## src/rtl/common_types_pkg.sv

```systemverilog
// Shared AXI encodings and the line master state type.
// Imported by the manager-side bus blocks.
package common_types_pkg;

  typedef enum logic [1:0] {
    AXI_BURST_FIXED = 2'b00,
    AXI_BURST_INCR  = 2'b01,
    AXI_BURST_WRAP  = 2'b10
  } axi_burst_t;

  localparam logic [2:0] AXI_SIZE_WORD = 3'b010;
  localparam logic [1:0] AXI_RESP_OKAY = 2'b00;

  typedef enum logic [2:0] {
    LM_IDLE  = 3'd0,
    LM_RADDR = 3'd1,
    LM_RDATA = 3'd2,
    LM_WADDR = 3'd3,
    LM_WDATA = 3'd4,
    LM_WRESP = 3'd5,
    LM_DONE  = 3'd6
  } line_master_state_t;

  // Clears the low off_w address bits so a burst starts on a line boundary.
  function automatic logic [31:0] line_align(input logic [31:0] addr, input int unsigned off_w);
    logic [31:0] mask;
    mask = ~((32'd1 << off_w) - 32'd1);
    return addr & mask;
  endfunction

endpackage

```

## src/rtl/axi_bus_if.sv

```systemverilog
// AXI4 bundle between a manager and the AXI mux; 32-bit data, 4-bit IDs.
// The controller_to_mux modport is the manager view.
interface axi_bus_if;

  logic [3:0]  awid;
  logic [31:0] awaddr;
  logic [7:0]  awlen;
  logic [2:0]  awsize;
  logic [1:0]  awburst;
  logic        awlock;
  logic [3:0]  awcache;
  logic [2:0]  awprot;
  logic [3:0]  awqos;
  logic        awvalid;
  logic        awready;

  logic [31:0] wdata;
  logic [3:0]  wstrb;
  logic        wlast;
  logic        wvalid;
  logic        wready;

  logic [3:0]  bid;
  logic [1:0]  bresp;
  logic        bvalid;
  logic        bready;

  logic [3:0]  arid;
  logic [31:0] araddr;
  logic [7:0]  arlen;
  logic [2:0]  arsize;
  logic [1:0]  arburst;
  logic        arlock;
  logic [3:0]  arcache;
  logic [2:0]  arprot;
  logic [3:0]  arqos;
  logic        arvalid;
  logic        arready;

  logic [3:0]  rid;
  logic [31:0] rdata;
  logic [1:0]  rresp;
  logic        rlast;
  logic        rvalid;
  logic        rready;

  modport controller_to_mux (
    output awid, awaddr, awlen, awsize, awburst, awlock, awcache, awprot, awqos, awvalid,
    input  awready,
    output wdata, wstrb, wlast, wvalid,
    input  wready,
    input  bid, bresp, bvalid,
    output bready,
    output arid, araddr, arlen, arsize, arburst, arlock, arcache, arprot, arqos, arvalid,
    input  arready,
    input  rid, rdata, rresp, rlast, rvalid,
    output rready
  );

  modport mux_to_controller (
    input  awid, awaddr, awlen, awsize, awburst, awlock, awcache, awprot, awqos, awvalid,
    output awready,
    input  wdata, wstrb, wlast, wvalid,
    output wready,
    output bid, bresp, bvalid,
    input  bready,
    input  arid, araddr, arlen, arsize, arburst, arlock, arcache, arprot, arqos, arvalid,
    output arready,
    output rid, rdata, rresp, rlast, rvalid,
    input  rready
  );

endinterface

```

## src/rtl/axi_line_master.sv

```systemverilog
// Turns single cache-line fill/writeback requests into AXI4 INCR bursts,
// one transaction outstanding at a time.
module axi_line_master
  import common_types_pkg::*;
#(
  parameter int         BEATS  = 4,
  parameter logic [3:0] AXI_ID = 4'h0,
  parameter int         LINE_W = BEATS * 32
) (
  input  logic              clk,
  input  logic              rst,
  input  logic              req_valid,
  output logic              req_ready,
  input  logic              req_write,
  input  logic [31:0]       req_addr,
  input  logic [LINE_W-1:0] req_wdata,
  output logic              resp_valid,
  output logic [LINE_W-1:0] resp_rdata,
  output logic              resp_err,
  axi_bus_if.controller_to_mux abif
);

  localparam int               CNT_W    = (BEATS > 1) ? $clog2(BEATS) : 1;
  localparam int unsigned      OFF_W    = $clog2(BEATS * 4);
  localparam logic [CNT_W-1:0] LAST_CNT = CNT_W'(BEATS - 1);

  line_master_state_t state_r, state_s;
  logic [CNT_W-1:0]   cnt_r, cnt_s;
  logic [31:0]        addr_r, addr_s;
  logic [LINE_W-1:0]  line_r, line_s;
  logic               err_r, err_s;
  logic               last_beat_s;

  logic               req_ready_r;
  logic               resp_valid_r;
  logic               arvalid_r;
  logic               rready_r;
  logic               awvalid_r;
  logic               wvalid_r;
  logic               wlast_r;
  logic [31:0]        wdata_r;
  logic               bready_r;

  logic               unused_s;

  assign last_beat_s = (cnt_r == LAST_CNT);

  // Next-state, counter, line buffer and error accumulation.
  always_comb begin
    state_s = state_r;
    cnt_s   = cnt_r;
    addr_s  = addr_r;
    line_s  = line_r;
    err_s   = err_r;
    case (state_r)
      LM_IDLE: begin
        if (req_valid) begin
          addr_s  = line_align(req_addr, OFF_W);
          line_s  = req_write ? req_wdata : {LINE_W{1'b0}};
          err_s   = 1'b0;
          cnt_s   = {CNT_W{1'b0}};
          state_s = req_write ? LM_WADDR : LM_RADDR;
        end else begin
          state_s = LM_IDLE;
        end
      end
      LM_RADDR: begin
        if (abif.arready) begin
          state_s = LM_RDATA;
        end else begin
          state_s = LM_RADDR;
        end
      end
      LM_RDATA: begin
        if (abif.rvalid) begin
          line_s[32*int'(cnt_r) +: 32] = abif.rdata;
          cnt_s   = cnt_r + CNT_W'(1);
          // rlast must coincide exactly with the final beat; a bad burst is still drained.
          err_s   = err_r | (abif.rresp != AXI_RESP_OKAY) | (abif.rlast != last_beat_s);
          state_s = last_beat_s ? LM_DONE : LM_RDATA;
        end else begin
          state_s = LM_RDATA;
        end
      end
      LM_WADDR: begin
        if (abif.awready) begin
          state_s = LM_WDATA;
        end else begin
          state_s = LM_WADDR;
        end
      end
      LM_WDATA: begin
        if (abif.wready) begin
          cnt_s   = cnt_r + CNT_W'(1);
          state_s = last_beat_s ? LM_WRESP : LM_WDATA;
        end else begin
          state_s = LM_WDATA;
        end
      end
      LM_WRESP: begin
        if (abif.bvalid) begin
          err_s   = err_r | (abif.bresp != AXI_RESP_OKAY);
          state_s = LM_DONE;
        end else begin
          state_s = LM_WRESP;
        end
      end
      LM_DONE: begin
        cnt_s   = {CNT_W{1'b0}};
        state_s = LM_IDLE;
      end
      default: begin
        cnt_s   = {CNT_W{1'b0}};
        state_s = LM_IDLE;
      end
    endcase
  end

  // State registers; bus controls are registered from the next state so no ready feeds a valid.
  always_ff @(posedge clk) begin
    if (rst) begin
      state_r      <= LM_IDLE;
      cnt_r        <= {CNT_W{1'b0}};
      addr_r       <= 32'h0000_0000;
      line_r       <= {LINE_W{1'b0}};
      err_r        <= 1'b0;
      req_ready_r  <= 1'b1;
      resp_valid_r <= 1'b0;
      arvalid_r    <= 1'b0;
      rready_r     <= 1'b0;
      awvalid_r    <= 1'b0;
      wvalid_r     <= 1'b0;
      wlast_r      <= 1'b0;
      wdata_r      <= 32'h0000_0000;
      bready_r     <= 1'b0;
    end else begin
      state_r      <= state_s;
      cnt_r        <= cnt_s;
      addr_r       <= addr_s;
      line_r       <= line_s;
      err_r        <= err_s;
      req_ready_r  <= (state_s == LM_IDLE);
      resp_valid_r <= (state_s == LM_DONE);
      arvalid_r    <= (state_s == LM_RADDR);
      rready_r     <= (state_s == LM_RDATA);
      awvalid_r    <= (state_s == LM_WADDR);
      wvalid_r     <= (state_s == LM_WDATA);
      wlast_r      <= (state_s == LM_WDATA) && (cnt_s == LAST_CNT);
      wdata_r      <= line_s[32*int'(cnt_s) +: 32];
      bready_r     <= (state_s == LM_WRESP);
    end
  end

  assign req_ready  = req_ready_r;
  assign resp_valid = resp_valid_r;
  assign resp_rdata = line_r;
  assign resp_err   = err_r;

  assign abif.awid    = AXI_ID;
  assign abif.awaddr  = addr_r;
  assign abif.awlen   = 8'(BEATS - 1);
  assign abif.awsize  = AXI_SIZE_WORD;
  assign abif.awburst = AXI_BURST_INCR;
  assign abif.awlock  = 1'b0;
  assign abif.awcache = 4'h0;
  assign abif.awprot  = 3'h0;
  assign abif.awqos   = 4'h0;
  assign abif.awvalid = awvalid_r;

  assign abif.wdata   = wdata_r;
  assign abif.wstrb   = 4'hF;
  assign abif.wlast   = wlast_r;
  assign abif.wvalid  = wvalid_r;
  assign abif.bready  = bready_r;

  assign abif.arid    = AXI_ID;
  assign abif.araddr  = addr_r;
  assign abif.arlen   = 8'(BEATS - 1);
  assign abif.arsize  = AXI_SIZE_WORD;
  assign abif.arburst = AXI_BURST_INCR;
  assign abif.arlock  = 1'b0;
  assign abif.arcache = 4'h0;
  assign abif.arprot  = 3'h0;
  assign abif.arqos   = 4'h0;
  assign abif.arvalid = arvalid_r;
  assign abif.rready  = rready_r;

  // Response IDs carry no information with a single outstanding transaction.
  assign unused_s = ^{abif.rid, abif.bid};

endmodule
```

## src/flat_wrapper.sv

```systemverilog
// flat-port wrapper written by rule: the top's interface ports become plain ports
module axi_line_master_flat import common_types_pkg::*;
#(
  parameter int         BEATS  = 4,
  parameter logic [3:0] AXI_ID = 4'h0,
  parameter int         LINE_W = BEATS * 32
)
  (clk, rst, req_valid, req_ready, req_write, req_addr, req_wdata, resp_valid, resp_rdata, resp_err, abif_awid, abif_awaddr, abif_awlen, abif_awsize, abif_awburst, abif_awlock, abif_awcache, abif_awprot, abif_awqos, abif_awvalid, abif_awready, abif_wdata, abif_wstrb, abif_wlast, abif_wvalid, abif_wready, abif_bid, abif_bresp, abif_bvalid, abif_bready, abif_arid, abif_araddr, abif_arlen, abif_arsize, abif_arburst, abif_arlock, abif_arcache, abif_arprot, abif_arqos, abif_arvalid, abif_arready, abif_rid, abif_rdata, abif_rresp, abif_rlast, abif_rvalid, abif_rready);
  axi_bus_if abif_i ();
  input  logic clk;
  input  logic rst;
  input  logic req_valid;
  output logic req_ready;
  input  logic req_write;
  input  logic [31:0] req_addr;
  input  logic [LINE_W-1:0] req_wdata;
  output logic resp_valid;
  output logic [LINE_W-1:0] resp_rdata;
  output logic resp_err;
  output wire logic [$bits(abif_i.awid)-1:0] abif_awid;
  output wire logic [$bits(abif_i.awaddr)-1:0] abif_awaddr;
  output wire logic [$bits(abif_i.awlen)-1:0] abif_awlen;
  output wire logic [$bits(abif_i.awsize)-1:0] abif_awsize;
  output wire logic [$bits(abif_i.awburst)-1:0] abif_awburst;
  output wire logic [$bits(abif_i.awlock)-1:0] abif_awlock;
  output wire logic [$bits(abif_i.awcache)-1:0] abif_awcache;
  output wire logic [$bits(abif_i.awprot)-1:0] abif_awprot;
  output wire logic [$bits(abif_i.awqos)-1:0] abif_awqos;
  output wire logic [$bits(abif_i.awvalid)-1:0] abif_awvalid;
  input wire logic [$bits(abif_i.awready)-1:0] abif_awready;
  output wire logic [$bits(abif_i.wdata)-1:0] abif_wdata;
  output wire logic [$bits(abif_i.wstrb)-1:0] abif_wstrb;
  output wire logic [$bits(abif_i.wlast)-1:0] abif_wlast;
  output wire logic [$bits(abif_i.wvalid)-1:0] abif_wvalid;
  input wire logic [$bits(abif_i.wready)-1:0] abif_wready;
  input wire logic [$bits(abif_i.bid)-1:0] abif_bid;
  input wire logic [$bits(abif_i.bresp)-1:0] abif_bresp;
  input wire logic [$bits(abif_i.bvalid)-1:0] abif_bvalid;
  output wire logic [$bits(abif_i.bready)-1:0] abif_bready;
  output wire logic [$bits(abif_i.arid)-1:0] abif_arid;
  output wire logic [$bits(abif_i.araddr)-1:0] abif_araddr;
  output wire logic [$bits(abif_i.arlen)-1:0] abif_arlen;
  output wire logic [$bits(abif_i.arsize)-1:0] abif_arsize;
  output wire logic [$bits(abif_i.arburst)-1:0] abif_arburst;
  output wire logic [$bits(abif_i.arlock)-1:0] abif_arlock;
  output wire logic [$bits(abif_i.arcache)-1:0] abif_arcache;
  output wire logic [$bits(abif_i.arprot)-1:0] abif_arprot;
  output wire logic [$bits(abif_i.arqos)-1:0] abif_arqos;
  output wire logic [$bits(abif_i.arvalid)-1:0] abif_arvalid;
  input wire logic [$bits(abif_i.arready)-1:0] abif_arready;
  input wire logic [$bits(abif_i.rid)-1:0] abif_rid;
  input wire logic [$bits(abif_i.rdata)-1:0] abif_rdata;
  input wire logic [$bits(abif_i.rresp)-1:0] abif_rresp;
  input wire logic [$bits(abif_i.rlast)-1:0] abif_rlast;
  input wire logic [$bits(abif_i.rvalid)-1:0] abif_rvalid;
  output wire logic [$bits(abif_i.rready)-1:0] abif_rready;
  assign abif_awid = abif_i.awid;
  assign abif_awaddr = abif_i.awaddr;
  assign abif_awlen = abif_i.awlen;
  assign abif_awsize = abif_i.awsize;
  assign abif_awburst = abif_i.awburst;
  assign abif_awlock = abif_i.awlock;
  assign abif_awcache = abif_i.awcache;
  assign abif_awprot = abif_i.awprot;
  assign abif_awqos = abif_i.awqos;
  assign abif_awvalid = abif_i.awvalid;
  assign abif_i.awready = abif_awready;
  assign abif_wdata = abif_i.wdata;
  assign abif_wstrb = abif_i.wstrb;
  assign abif_wlast = abif_i.wlast;
  assign abif_wvalid = abif_i.wvalid;
  assign abif_i.wready = abif_wready;
  assign abif_i.bid = abif_bid;
  assign abif_i.bresp = abif_bresp;
  assign abif_i.bvalid = abif_bvalid;
  assign abif_bready = abif_i.bready;
  assign abif_arid = abif_i.arid;
  assign abif_araddr = abif_i.araddr;
  assign abif_arlen = abif_i.arlen;
  assign abif_arsize = abif_i.arsize;
  assign abif_arburst = abif_i.arburst;
  assign abif_arlock = abif_i.arlock;
  assign abif_arcache = abif_i.arcache;
  assign abif_arprot = abif_i.arprot;
  assign abif_arqos = abif_i.arqos;
  assign abif_arvalid = abif_i.arvalid;
  assign abif_i.arready = abif_arready;
  assign abif_i.rid = abif_rid;
  assign abif_i.rdata = abif_rdata;
  assign abif_i.rresp = abif_rresp;
  assign abif_i.rlast = abif_rlast;
  assign abif_i.rvalid = abif_rvalid;
  assign abif_rready = abif_i.rready;
  axi_line_master #(.BEATS(BEATS), .AXI_ID(AXI_ID), .LINE_W(LINE_W)) u_core (.clk(clk), .rst(rst), .req_valid(req_valid), .req_ready(req_ready), .req_write(req_write), .req_addr(req_addr), .req_wdata(req_wdata), .resp_valid(resp_valid), .resp_rdata(resp_rdata), .resp_err(resp_err), .abif(abif_i));
endmodule
```

## config.mk

```make
export PLATFORM = sky130hd
export DESIGN_NAME = axi_line_master_flat
export DESIGN_NICKNAME = d
export VERILOG_FILES = /design/src/rtl/common_types_pkg.sv /design/src/rtl/axi_bus_if.sv /design/src/rtl/axi_line_master.sv /design/src/flat_wrapper.sv
export SDC_FILE = /design/constraint.sdc
export NUM_CORES = 1
export LEC_CHECK = 0
export CORE_AREA = 2 2 196 198
export DETAILED_ROUTE_END_ITERATION = 16
export DIE_AREA = 0 0 198 200
export PLACE_DENSITY = 0.54
export SLEW_MARGIN = 20
export SYNTH_ARGS = -nofsm -noshare
export SYNTH_HDL_FRONTEND = slang
export SYNTH_SLANG_ARGS = --single-unit
```

## constraint.sdc

```tcl
create_clock -name clk -period 2.3 [get_ports clk]
set_input_delay 0.575 -clock clk [delete_from_list [all_inputs] [get_ports clk]]
set_output_delay 0.575 -clock clk [all_outputs]
set_load 0.02 [all_outputs]
```

* Word level (Yosys, flattened, before mapping) *
Index checks and enable logic that the tools add are counted.
W data, S select, Z words.

storage, ports and cells
  flip-flop bits (word level) = 202
  word-level logic and storage cells = 71

operators by class
  shift-type cells = 3
  bitwise gates (word level) = 3
  eq/ne operators = 17
  mux-type cells = 23
  reductions and logical operators = 9
  add/sub/neg operators = 2

operator list
  cell                         number
  $mux W128                    3
  $pmux W128 S2                1
  $bwmux W128                  1
  $shift A32 B33 Y128 const A  1
  $shiftx A128 B8 Y32          1
  $shiftx A32 B33 Y128         1
  $neg A7 Y33                  1
  $pmux W3 S6                  1
  $eq A3 B3 Y1 const B         5
  $mux W3                      5
  $eq A3 B2 Y1 const B         4
  $mux W2                      6
  $pmux W2 S4                  1
  $eq A3 B1 Y1 const B         2
  $logic_not A3 Y1             2
  $ne A2 B2 Y1 const B         3
  $eq A2 B2 Y1 const B         2
  $mux W1                      4
  $reduce_and A4 Y1            1
  $reduce_bool A2 Y1           2
  $or A1 B1 Y1                 3
  $pmux W1 S3                  1
  $reduce_bool A3 Y1           1
  $reduce_or A3 Y1             1
  4 further kinds              4

* Depth between registers and ports, before layout *
  depth after elaboration = 6
  depth in mapped cells = 10
  gate-level depth less buffers = 8

* Least setup slack after synthesis *
Ideal clock, no wire load.

  path type = reg2reg
  start = reg u_core.cnt_r[0]
  end = reg u_core.wdata_r[23] (netlist: u_core.abif.wdata[23])
  setup slack = 42 ps
  data arrival time = 2141 ps
  stages on the path, launching flop included = 10
  path through = dfxtp_1 -> inv_1 -> ha_1 -> nor2b_1 -> and4_4 -> buf_6 -> buf_6 -> a222oi_1 -> nand2_1 -> a32o_1

between the ends
  longest elaborated chain between the ends = 6

ends and longest elaborated chain
  element                                                             line                    source
  start: declaration                                                  axi_line_master.sv:28   logic [CNT_W-1:0] cnt_r, cnt_s;
  start signal: assignment                                            axi_line_master.sv:123  cnt_r <= {CNT_W{1'b0}};
  start signal: assignment                                            axi_line_master.sv:138  cnt_r <= cnt_s;
  $neg A7 Y33                                                         axi_line_master.sv:76   line_s[32*int'(cnt_r) +: 32] = abif.rdata;
  $shiftx A32 B33 Y128 / $shift A32 B33 Y128 (equally long branches)  axi_line_master.sv:76
  $bwmux W128                                                         axi_line_master.sv:76
  $mux W128                                                           axi_line_master.sv:75   if (abif.rvalid) begin
  $pmux W128 S2                                                       axi_line_master.sv:55   case (state_r)
  $shiftx A128 B8 Y32 (*)                                             axi_line_master.sv:149  wdata_r <= line_s[32*int'(cnt_s) +: 32];
  end signal: assignment                                              axi_line_master.sv:149
  end: declaration                                                    axi_line_master.sv:41   logic [31:0] wdata_r;

Every way passes the cells marked *; elsewhere a longest branch is shown, timed or not.
A chain may end at the register's enable or synchronous reset.

* Final worst setup path *
  start = in abif_rvalid
  end = reg u_core.wdata_r[26] (netlist: u_core.abif.wdata[26])

between the ends
  longest elaborated chain between the ends = 3

ends and longest elaborated chain
  element                                              line                    source
  start: declaration                                   flat_wrapper.sv:55      input wire logic [$bits(abif_i.rvalid)-1:0] abif_rvalid;
  $mux W2 / $mux W128 (equally long branches)          axi_line_master.sv:75
  $pmux W2 S4 / $pmux W128 S2 (equally long branches)  axi_line_master.sv:55
  $shiftx A128 B8 Y32 (*)                              axi_line_master.sv:149

Marks and branches as above.

==> summary.txt <==
Global route
  – Global-route wire length before repair: 60.66 mm
  – Initial antenna violation count: 3
  – Grt ovf: 0
  – Vias in the first global route: 9573
  – Tot GR Track Use: 20.41%
  – Largest net degree at the start of global routing: 73

Clock tree
  – Worst skew pair latency: 0.53 ns
  – CTS buffer count: 26
  – Worst-path clk slew: 0.06 ns
  – Root Driver: clkbuf_16
  – Clock sink count: 202
  – Clock Path Buffers: 3
  – CTS tree: built
  – H-tree levels: 1

Floorplan
  – # rows: 71
  – Die span in x: 198 µm
  – Top Ports: 509
  – Initial core utilization: 24.28%
  – Core area: 37400 µm²
  – Chip height: 200 µm
  – Die area: 39600 µm²

Detailed routing
  – DRT Wirelength: 43.32 mm
  – Iteration-0 DRC Markers: 987
  – Routed wire per std cell: 21.69 µm
  – Initial DRT Pass Iterations: 8
  – Drt via density: 4.927
  – DRT antenna net count: 0
  – # DRC: 0
  – Vias: 9839

Finish
  – Nets: 1684
  – Share of layout cells above drive strength 1: 14.30%
  – Util after Layout: 41.44%
  – Layout Cells excl Fill: 1997
  – Filler cells: 3723
  – Syn-to-layout area delta: 70.66%
  – Most common cell after layout, fill and taps aside: clkdlybuf4s50_1
  – Commonest cells after routing, fill and taps aside: clkdlybuf4s50_1 (425), dfxtp_1 (199), nand2_1 (129)

Timing
  – Final cycle utilization of the critical path: 96.14%
  – Setup TNS: 0 ns
  – Fin Clk Skew: 0.007272 ns
  – Min Tclk post-route: 2.211 ns
  – Fin worst setup slack: 0.08874 ns
  – Hold Slack: 0.3694 ns
  – Max-Slew Margin vs Limit: 63.52%
  – F_max: 452.2 MHz
  – RSZ-0062 raised after global routing: false
  – Hold Fails Final Rpt: 0
  – Fin. max-slew vios: 0
  – Slew @ Worst Pin: 0.5472 ns
  – Final setup viols: 0

Setup path
  – Data arrival time of the critical path: 2.63 ns
  – Reg2reg path depth: 8
  – Worst r2r dst: u_core.abif.wdata[25]$_SDFF_PP0_
  – Crit end category: flip-flop
  – Setup CP Type: in -> reg
  – R2R Setup Slk: 0.11 ns
  – RR Startpoint: u_core.cnt_r[0]$_SDFF_PP0_
  – Critical Path Source Type: input port
  – CP Max Fanout: 7
  – Worst path required time: 2.72 ns

Yosys
  – Async set or reset register ratio after synthesis: 0%
  – Cell variety after synth: 50
  – Synthesis Warnings: 0
  – Main flop type after synthesis: dfxtp_1
  – Synthesized area: 9082 µm²
  – Synth Area in Simple Gates: 12.55%
  – Mux contribution to synthesized area: 3.761%
  – Post-Synthesis Cells: 991
  – Adder-Cell Fraction of Synth Area: 0.6888%
  – Flops & latches, synth: 202
  – Synth Area in Compound Gates: 24.98%
  – Post-synth EDFFs: 0
  – Synth Area in XOR/XNOR: 0.09643%
  – Post-synthesis sequential area ratio: 44.52%
  – Largest family of logic cells by synthesized area: compound AO/OA/AOI/OAI gates
  – Syn_area_per_cell: 9.165 µm²

Hold path
  – Hold path cells: 2
  – Hold Path Origin: rst
  – Min-delay worst type: in -> reg
  – Hold EP: u_core.resp_rdata[60]$_SDFF_PP0_

Placed design
  – Port Buffers: 426
  – RD Place Congestion: 0.8934
  – Place WS: -0.4698 ns
  – HPWL after DPL: 31.26 mm
  – Placed Cells: 1941

Run
  – Max Cap Violations: 0

Power
  – VDD IR-drop max: 625.7 µV
  – Pwr dens: 742.5 nW/µm²
  – Static Leakage: 6.010 nW

Status
  – Run status: finished clean
==> metal layers <==
metal,track usage [%],vias to the layer above,wire length (µm)
met2,34.77,562,20440
met5,0,-,18
met4,9.552,2,2041
met3,6.317,97,4288
met1,23.46,4681,16530
li1,-,4497,-
==> through the flow <==
| step | total power [mW] | instance area [µm²] |
|---|---|---|
| 6_report | 11.51 | 15500 |
| 5_1_grt | 12.01 | 15490 |
| 4_1_cts | 11.63 | 15380 |
| 3_5_place_dp | 7.244 | 14470 |
| 3_3_place_gp | 7.236 | 14470 |
| 2_1_floorplan | 5.553 | 9338 |
==> worst max path at each step <==
stage / start / endpoint / slack [ns] / cells after the start
2_1_floorplan: u_core.cnt_r[0]$_SDFF_PP0_ / u_core.abif.wdata[23]$_SDFF_PP0_ / 0.04 / 9
3_3_place_gp: abif_rvalid / u_core.abif.wdata[20]$_SDFF_PP0_ / -0.49 / 7
3_5_place_dp: abif_rvalid / u_core.abif.wdata[26]$_SDFF_PP0_ / -0.47 / 8
4_1_cts: u_core.state_r[0]$_SDFF_PP0_ / u_core.abif.wdata[26]$_SDFF_PP0_ / 0.03 / 6
5_1_grt: abif_rvalid / u_core.abif.wdata[11]$_SDFF_PP0_ / 0.01 / 8
6_report: abif_rvalid / u_core.abif.wdata[26]$_SDFF_PP0_ / 0.09 / 9
==> area by class of cell <==
cell class / count / area, µm² / area share, %
timing repair buffer: 569 / 5647 / 36.43
multi-input combinational: 658 / 4219 / 27.22
sequential: 202 / 4048 / 26.11
clock buffer: 38 / 787.0 / 5.077
tap: 511 / 639.4 / 4.125
clock inverter: 8 / 122.6 / 0.7911
inverter: 8 / 30.03 / 0.1937
antenna: 3 / 7.507 / 0.04843
==> critical path, stage by stage <==
cell             delay, ns
clkdlybuf4s50_1       0.56
buf_4                 0.15
and3_1                0.18
o21ai_4               0.11
buf_12                0.17
a222oi_1              0.34
buf_4                 0.19
mux2i_1               0.11
a32o_1                0.24
==> cells in the mapped netlist, types with 25 or more instances <==
cell type | instances | area share, %
dfxtp_1 | 202 | 45
nand2_1 | 129 | 5.3
nor2_1 | 104 | 4.3
buf_4 | 102 | 8.4
a222oi_1 | 93 | 10
a21oi_1 | 67 | 3.7
clkbuf_1 | 55 | 2.3
a22oi_1 | 33 | 2.7
mux2i_1 | 33 | 3.6
a32o_1 | 29 | 3.2
a221o_1 | 28 | 3.1
buf_2 | 25 | 1.4
==> report_power, final <==
group / switching, mW / internal [mW] / total [mW]
combinational: 1.69 / 1.59 / 3.28
sequential: 0.168 / 3.76 / 3.92
clock: 1.61 / 2.69 / 4.30
total: 3.47 / 8.04 / 11.5
==> sequential cells by signal, summed over array words and instances, names as in the netlist, 2 cells and up <==
signal              flops
u_core.abif.araddr     28
u_core.abif.wdata      32
u_core.cnt_r            2
u_core.resp_rdata     128
u_core.state_r          3
==> timing repair <==
item,4_1_cts,5_1_grt
gates cloned,0,1
setup buffers,0,6
hold endpoints to repair,0,0
setup endpoints to repair,1,32
resized for setup,1,11
pin swaps,0,7
hold buffers,0,0
==> kinds of logic after synthesis <==
| logic type | after synthesis |
|---|---|
| AND/OR/NAND/NOR | 271 |
| flip-flops | 202 |
| multiplexers | 34 |
| XOR/XNOR | 1 |
| buffers and inverters | 200 |
| AO/OA/AOI/OAI | 276 |
| adder cells (fa/ha/maj) | 5 |
| other | 2 |
Note: power is estimated with default switching activity, not from simulation.
